### src/rtl/fwd_pkg.sv
// Shared constants for the operand-forwarding selector.
package fwd_pkg;

  // Width and ceiling of the consecutive-hazard counter.
  localparam int                  HZ_CNT_W   = 4;
  localparam logic [HZ_CNT_W-1:0] HZ_CNT_MAX = 4'd15;

  // Select code meaning "register file": one past the last forwarding stage.
  function automatic int sel_rf(input int nsrc);
    return nsrc;
  endfunction

endpackage

### src/rtl/fwd_prio_enc.sv
// Lowest-index-first priority encoder over the forwarding match vector.
// Index 0 is the youngest stage, so the youngest matching producer wins.
module fwd_prio_enc #(
  parameter  int NSRC = 3,
  localparam int SW   = $clog2(NSRC + 1)
) (
  input  logic [NSRC-1:0] i_match,
  output logic [SW-1:0]   o_idx,
  output logic            o_any
);

  // Scan from oldest to youngest so the last hit taken is the lowest index.
  always_comb begin
    o_idx = '0;
    o_any = 1'b0;
    for (int i = NSRC - 1; i >= 0; i--) begin
      if (i_match[i]) begin
        o_idx = SW'(i);
        o_any = 1'b1;
      end
    end
  end

endmodule

### src/rtl/fwd_mux_reg.sv
// Operand-forwarding selector with registered output stage (D/E boundary).
// Picks the rs operand from the youngest matching later stage, or from the
// register file. Flags a load-use hazard when the winning stage has no result
// yet, and turns that cycle into a bubble in the output register.
//
// Source handshake: src_valid[i] means stage i will write register
// src_addr[i]; src_ready[i] means its result src_data[i] is available in the
// current cycle. A valid-but-not-ready winner is a hazard. Lanes that do not
// win the match never reach q, whatever their address or data.
module fwd_mux_reg
  import fwd_pkg::*;
#(
  parameter  int WIDTH = 32,
  parameter  int AW    = 5,
  parameter  int NSRC  = 3,
  localparam int SW    = $clog2(NSRC + 1)
) (
  input  logic                  clk,
  input  logic                  reset,
  input  logic                  stall,
  input  logic                  flush,
  input  logic [AW-1:0]         rs_addr,
  input  logic [WIDTH-1:0]      rf_data,
  input  logic [NSRC-1:0]       src_valid,
  input  logic [NSRC*AW-1:0]    src_addr,
  input  logic [NSRC*WIDTH-1:0] src_data,
  input  logic [NSRC-1:0]       src_ready,
  output logic                  hazard,
  output logic [WIDTH-1:0]      q,
  output logic [SW-1:0]         q_sel,
  output logic                  q_bubble,
  output logic [HZ_CNT_W-1:0]   hz_cnt
);

  localparam logic [SW-1:0] SEL_RF = SW'(sel_rf(NSRC));

  logic [NSRC-1:0]     w_match;
  logic [SW-1:0]       w_win;
  logic                w_any;
  logic [WIDTH-1:0]    w_sel_data;
  logic [SW-1:0]       w_sel_code;
  logic                w_hazard;

  logic [WIDTH-1:0]    r_q;
  logic [SW-1:0]       r_q_sel;
  logic                r_q_bubble;
  logic [HZ_CNT_W-1:0] r_hz_cnt;

  // Per-stage address match; register $0 is hard-wired and never forwards.
  always_comb begin
    w_match = '0;
    for (int i = 0; i < NSRC; i++) begin
      w_match[i] = src_valid[i] && (src_addr[i*AW +: AW] == rs_addr) && (rs_addr != '0);
    end
  end

  fwd_prio_enc #(
    .NSRC (NSRC)
  ) u_prio_enc (
    .i_match (w_match),
    .o_idx   (w_win),
    .o_any   (w_any)
  );

  // Operand mux: only the winning lane's data is selected.
  always_comb begin
    w_sel_data = rf_data;
    w_sel_code = SEL_RF;
    if (w_any) begin
      w_sel_data = src_data[w_win*WIDTH +: WIDTH];
      w_sel_code = w_win;
    end
  end

  // Hazard only looks at the winner: a ready younger stage masks an older one.
  assign w_hazard = w_any && !src_ready[w_win];
  assign hazard   = w_hazard;

  // Output register: reset > flush > stall > hazard bubble > load.
  always_ff @(posedge clk) begin
    if (reset) begin
      r_q        <= '0;
      r_q_sel    <= SEL_RF;
      r_q_bubble <= 1'b1;
      r_hz_cnt   <= '0;
    end else if (flush) begin
      r_q        <= '0;
      r_q_sel    <= SEL_RF;
      r_q_bubble <= 1'b1;
    end else if (stall) begin
      r_q        <= r_q;
      r_q_sel    <= r_q_sel;
      r_q_bubble <= r_q_bubble;
      r_hz_cnt   <= r_hz_cnt;
    end else if (w_hazard) begin
      r_q        <= '0;
      r_q_sel    <= SEL_RF;
      r_q_bubble <= 1'b1;
      r_hz_cnt   <= (r_hz_cnt == HZ_CNT_MAX) ? r_hz_cnt : r_hz_cnt + 1'b1;
    end else begin
      r_q        <= w_sel_data;
      r_q_sel    <= w_sel_code;
      r_q_bubble <= 1'b0;
      r_hz_cnt   <= '0;
    end
  end

  assign q        = r_q;
  assign q_sel    = r_q_sel;
  assign q_bubble = r_q_bubble;
  assign hz_cnt   = r_hz_cnt;

endmodule

### config.mk
export PLATFORM = sky130hd
export DESIGN_NAME = fwd_mux_reg
export DESIGN_NICKNAME = d
export VERILOG_FILES = /design/src/rtl/fwd_pkg.sv /design/src/rtl/fwd_prio_enc.sv /design/src/rtl/fwd_mux_reg.sv
export SDC_FILE = /design/constraint.sdc
export NUM_CORES = 1
export LEC_CHECK = 0
export BUFFER_PORTS_ARGS = -buffer_cell sky130_fd_sc_hd__buf_4
export CAP_MARGIN = 20
export CORE_AREA = 2 2 88 90
export CTS_CLUSTER_SIZE = 14
export DETAILED_ROUTE_END_ITERATION = 6
export DIE_AREA = 0 0 90 92
export GPL_ROUTABILITY_DRIVEN = 0
export HOLD_SLACK_MARGIN = 0.06
export PLACE_DENSITY = 0.74
export RECOVER_POWER = 25
export SLEW_MARGIN = 5
export SYNTH_ARGS = -nofsm -noshare
export SYNTH_HDL_FRONTEND = slang
export SYNTH_SLANG_ARGS = --single-unit
### constraint.sdc
create_clock -name clk -period 2.25 [get_ports clk]
set_input_delay 0.225 -clock clk [delete_from_list [all_inputs] [get_ports clk]]
set_output_delay 0.225 -clock clk [all_outputs]
set_load 0.1 [all_outputs]
==> results of run 1 <==
## power breakdown
group | total (uW) | internal (uW) | switching, uW
registers | 729 | 715 | 14.2
clock network | 606 | 359 | 247
logic | 689 | 304 | 385
total | 2020 | 1380 | 646
## cell usage after synthesis (6+ instances only)
| master | n | area share (%) |
|---|---|---|
| dfxtp_1 | 39 | 29 |
| nand3_1 | 36 | 6.8 |
| and2_1 | 33 | 7.8 |
| o21ai_0 | 32 | 6.0 |
| o22ai_1 | 32 | 7.5 |
| clkbuf_1 | 28 | 4.0 |
| or3_1 | 24 | 5.7 |
| o311a_1 | 23 | 8.7 |
| nor3_1 | 15 | 2.8 |
| xnor2_1 | 15 | 5.0 |
| nand2_1 | 9 | 1.3 |
| a311oi_1 | 8 | 2.6 |
| inv_1 | 8 | 1.1 |
| nor2_1 | 6 | 0.85 |
## worst max-delay path by stage
stage	from	endpoint	depth (start not counted)
after floorplan	rs_addr[3]	hz_cnt[1]	6
after global placement	rs_addr[3]	hz_cnt[1]	7
after detailed placement	rs_addr[3]	hz_cnt[1]	7
after CTS	rs_addr[3]	hazard	9
after global routing	rs_addr[3]	hazard	8
final	rs_addr[3]	hazard	8
## critical path, delay by kind of cell
| family | cells | cell delay (ns) |
|---|---|---|
| AO/OA/AOI/OAI | 2 | 0.47 |
| buffers and inverters | 3 | 0.45 |
| AND/OR/NAND/NOR | 3 | 0.77 |
## what timing repair did
item / 4_1_cts / 5_1_grt
setup endpoints to repair: 1 / 1
setup buffers: 0 / 0
gates resized for setup: 2 / 3
pin swaps: 0 / 0
## sequential cells by signal (all words and copies together) (netlist names)
name and flops:
q 32, hz_cnt 4, q_sel 2, q_bubble 1
## cell type report
cell class / instances / share of cell area [%]
multi-input cells: 267 / 38.82
repair buffers: 229 / 37.71
flip-flops and latches: 39 / 17.35
well taps: 102 / 2.836
clock buffers: 6 / 1.835
clock inverters: 2 / 0.7786
inverters: 8 / 0.6674
## metal layers
| metal | vias up | routed length, um | track usage, % |
|---|---|---|---|
| met1 | 1634 | 4305 | 30.94 |
| met5 | - | 0 | 0 |
| met3 | 25 | 878 | 6.245 |
| met4 | 0 | 286 | 7.949 |
| li1 | 1727 | - | - |
| met2 | 177 | 5576 | 47.68 |
## per-stage QoR
| step | hold WS [ns] | area, um^2 | instances |
|---|---|---|---|
| global route | 0.1340 | 4499 | 653 |
| detailed placement | 0.4441 | 4428 | 645 |
| floorplan | 0.2944 | 2661 | 347 |
| CTS | 0.1313 | 4561 | 653 |
| finish | 0.1362 | 4499 | 653 |
| global placement | 0.4405 | 4428 | 645 |
## kinds of logic after synthesis
family / count (synthesis) / share of synthesized area [%]
and+or+nand+nor: 138 / 28.95
AOI/OAI and AO/OA: 113 / 30.22
buffers and inverters: 41 / 5.988
DFF: 39 / 29.42
xor gates and xnor gates: 15 / 4.951
adders and majority gates: 1 / 0.4714
==> results.json, run 1 <==
{
  "status": "completed",
  "slowest_delay_ns": 0.57,
  "rsz0062_at_grt": "false",
  "synth_enable_flop_cells": 0,
  "syn_inst": 347,
  "antenna_found_initial": 0,
  "synth_nets": 506,
  "place_ws_ns": -0.1203,
  "worstHoldStart": "reset",
  "setup_viol": 0,
  "timing.rr.start": "hz_cnt[0]",
  "layout_commonest_cell": "buf_4",
  "nFillCells": 718,
  "num_vias": 3563,
  "cts_sinks": 39,
  "hold_path_depth": 2,
  "rrSetupSlack_ns": 0.75,
  "avgSynthCellArea_um2": 7.648,
  "drt_wl_total_um": 11050,
  "maxSlewHeadroom_pct": 20.78,
  "holdPathEnd": "hz_cnt[0]",
  "initial_core_util_pct": 35.64,
  "grt_pass1_vias": 3631,
  "synth_warnings": 0,
  "critPathArrivalTime_ns": 1.92,
  "seq_area_frac_synth_pct": 29.42,
  "grt_pass1_wl_um": 17790,
  "finalHoldViolCount": 0,
  "max_cap_viol_count": 0,
  "cts.path.max_buffers": 2,
  "first_iter_violations": 112,
  "ir_drop_v": 0.0002434,
  "drive_above_1_share_pct": 42.11,
  "r2r-end": "hz_cnt[1]",
  "multi_input_area_mm2": 0.001747,
  "drc": 0,
  "worst_pin_slew_ns": 1.193,
  "place_hpwl_um": 8691,
  "slew_viol_final": 0,
  "clockRootBuffer": "clkbuf_8",
  "fp.dieW_um": 90,
  "tritoncts": "done",
  "setup_ws_ns": 0.1056,
  "io_buffers": 197,
  "globalRouteTotalUtil_pct": 26.37,
  "end_kind": "output pin",
  "ff_latch_area_um2": 780.7,
  "grt_overflow_total": 0,
  "grt_max_degree": 42,
  "hp-class": "input pin to register",
  "layout_common_cells": "buf_4, dfxtp_1, nand3_1, and2_1",
  "total_power_uw": 2024,
  "finalCritPeriodShare_pct": 95.31,
  "slowest_stage": "or4_4",
  "wl_per_cell_um": 16.92,
  "cp_max_fo": 15,
  "floorplan.rows": 32,
  "synth-seq-cells": 39,
  "fin_tns_setup_ns": 0,
  "syn-cell-area_mm2": 0.002654,
  "drtPass1Iterations": 4,
  "rr_worst_depth": 4,
  "required_ns": 2.03,
  "die_h_um": 92,
  "cts-buffers-inserted": 5,
  "layout.nets": 709,
  "final.min_clock_period_ns": 2.144,
  "core-area_mm2": 0.007447,
  "powerDensity_mw_per_mm2": 449.8,
  "post-route-util_pct": 60.42,
  "start_kind": "input pin",
  "ys_types": 33,
  "ios": 198,
  "antenna_left": 0,
  "cts_max_level": 2,
  "worstSkewPairLatency_ns": 0.29,
  "n_antenna_cell": 0,
  "clock_skew_ns": 0.0003586,
  "synth-main-ff-cell": "dfxtp_1",
  "vias_per_cell": 5.456,
  "syn_to_final_growth_pct": 69.54,
  "critPathKind": "input pin to output pin",
  "power_leakage_uw": 0.001951,
  "die_area_mm2": 0.008280,
  "async_flop_share_pct": 0,
  "crit_chain": "buf_4 -> or4_4 -> o211ai_4 -> buf_6 -> or3_1 -> o311a_4 -> nor2_4 -> buf_8",
  "clk_pin_slew_ns": 0.08,
  "fmax_mhz": 466.3,
  "holdBufCountCts": 0
}
(Power assumes the default switching activity.)
==> run 2, diff against run 1 <==
Settings changed: CELL_PAD_IN_SITES_DETAIL_PLACEMENT set to 0, CELL_PAD_IN_SITES_GLOBAL_PLACEMENT set to 1, CORE_AREA 2 2 88 90 to 2 2 109 111, DIE_AREA 0 0 90 92 to 0 0 111 113, PLACE_DENSITY 0.74 to 0.73.
==> run 2 against run 1 <==
Against the previous run:
- register-to-register slack worse by 0.03 ns
- total power up 16%
- final cell count up 6.7%
- fmax about the same
- combinational power up 1%
- first-iteration DRC count up 120%
- clock-buffer cell count unchanged
- flip-flop and latch count unchanged
- largest cell class unchanged
==> results.json, run 2 (synthesized netlist as in run 1, its figures left out) <==
{
  "setup_ws_ns": 0.1063,
  "clockRootBuffer": "clkbuf_16",
  "hp-class": "input pin to register",
  "fmax_mhz": 466.5,
  "die_h_um": 113,
  "initial_core_util_pct": 23.54,
  "antenna_found_initial": 0,
  "cts-buffers-inserted": 5,
  "rsz0062_at_grt": "false",
  "netSwitchingPower_uw": 684.0,
  "slew_viol_final": 0,
  "pwr-share-clk_pct": 39.0,
  "place_ws_ns": -0.1990,
  "grt_max_degree": 42,
  "drive_above_1_share_pct": 42.42,
  "cp_max_fo": 10,
  "slowest_stage": "or4_4",
  "grt_pass1_vias": 3637,
  "p_sw_share_pct": 29.21,
  "crit_chain": "buf_4 -> or4_4 -> buf_4 -> nor2_2 -> nor3_2 -> buf_12 -> and2_1 -> nor2_4 -> buf_12",
  "start_kind": "input pin",
  "maxSlewHeadroom_pct": 19.19,
  "holdBufCountCts": 0,
  "cts_sinks": 39,
  "layout_commonest_cell": "buf_4",
  "drtPass1Iterations": 4,
  "hold_slack_ns": 0.1637,
  "critPathArrivalTime_ns": 1.92,
  "vias_per_cell": 5.105,
  "seq_power_share_pct": 31.2,
  "floorplan.rows": 39,
  "clk_pin_slew_ns": 0.06,
  "place_hpwl_um": 9768,
  "required_ns": 2.03,
  "finalCritPeriodShare_pct": 95.28,
  "cts_max_level": 2,
  "cts_setup_buffers": 0,
  "status": "completed",
  "place_area_mm2": 0.004489,
  "layout_common_cells": "buf_4, dfxtp_1, nand3_1, and2_1",
  "layout.nets": 712,
  "slowest_delay_ns": 0.55,
  "n_antenna_cell": 0,
  "critPathKind": "input pin to output pin",
  "globalRouteTotalUtil_pct": 18.40,
  "final.min_clock_period_ns": 2.144,
  "post-route-util_pct": 41.16,
  "grt_pass1_wl_um": 18570,
  "wl_per_cell_um": 17.49,
  "dp.cells": 689,
  "ctsResizeCount": 2,
  "fp.dieW_um": 111,
  "io_buffers": 197,
  "die_area_mm2": 0.01254,
  "ios": 198,
  "core-area_mm2": 0.01127,
  "finalHoldViolCount": 0,
  "end_kind": "output pin",
  "clock_skew_ns": 0.001357,
  "p_int_uw": 1658,
  "num_vias": 3558,
  "powerDensity_mw_per_mm2": 504.7,
  "drt_wl_total_um": 12190,
  "power_leakage_uw": 0.001985,
  "grt_overflow_total": 0,
  "antenna_left": 0,
  "p_comb_share_pct": 29.8,
  "max_cap_viol_count": 0,
  "worstSkewPairLatency_ns": 0.28,
  "largest_register_ff_count": 32,
  "nFillCells": 1187,
  "drc": 0,
  "cts.path.max_buffers": 2,
  "first_iter_violations": 244,
  "final_area_mm2": 0.004639,
  "setup_viol": 0,
  "tritoncts": "done",
  "final_cell_count_no_fill": 697,
  "worst_pin_slew_ns": 1.217,
  "syn_to_final_growth_pct": 74.82,
  "ir_drop_v": 0.0002988
}
[run 2: power groups by stage]
| stage | Clock (uW) | Sequential [uW] | Combinational [uW] |
|---|---|---|---|
| 5_1_grt | 963 | 734 | 738 |
| 4_1_cts | 933 | 732 | 711 |
| 2_1_floorplan | 0 | 923 | 177 |
| 6_report | 913 | 731 | 698 |
| 3_5_place_dp | 0 | 747 | 708 |
| 3_3_place_gp | 0 | 746 | 701 |
[run 2: layer usage]
layer  GRT usage [%]  vias up  part of all wire (%)
li1                -     1735                     -
met1           22.44     1653                    42
met2           32.27      160                    48
met3           5.624       10                   9.0
met4           3.667        0                  0.90
met5               0        -                     0
[run 2: critical path, delay by kind of cell]
kind | cells | cell delay (ns)
buffers and inverters | 4 | 0.59
and+or+nand+nor | 5 | 1.09
[run 2: layout make-up]
class                   count  area (um^2)  share of cell area [%]
multi-input cells         267         1753                   37.78
repair buffers            232         1708                   36.81
flip-flops and latches     39        780.7                   16.83
well taps                 143        178.9                   3.857
clock buffers               6        128.9                   2.778
clock inverters             2        60.06                   1.294
inverters                   8        30.03                  0.6472
[run 2: stage by stage]
step	total power [uW]	setup TNS, ns
global route	2435	0
global placement	1447	-2.186
finish	2342	0
floorplan	1100	0
detailed placement	1455	-3.829
CTS	2376	0
[run 2: path summary, 6_finish.rpt]
path	from	end	slack (ns)	depth (start not counted)
worst max-delay path	rs_addr[3]	hazard	0.11	9
worst min-delay path	reset	hz_cnt[2]	0.16	2
worst min register to register	q[26]	q[26]	0.48	2
worst max register to register	hz_cnt[0]	hz_cnt[1]	0.72	4
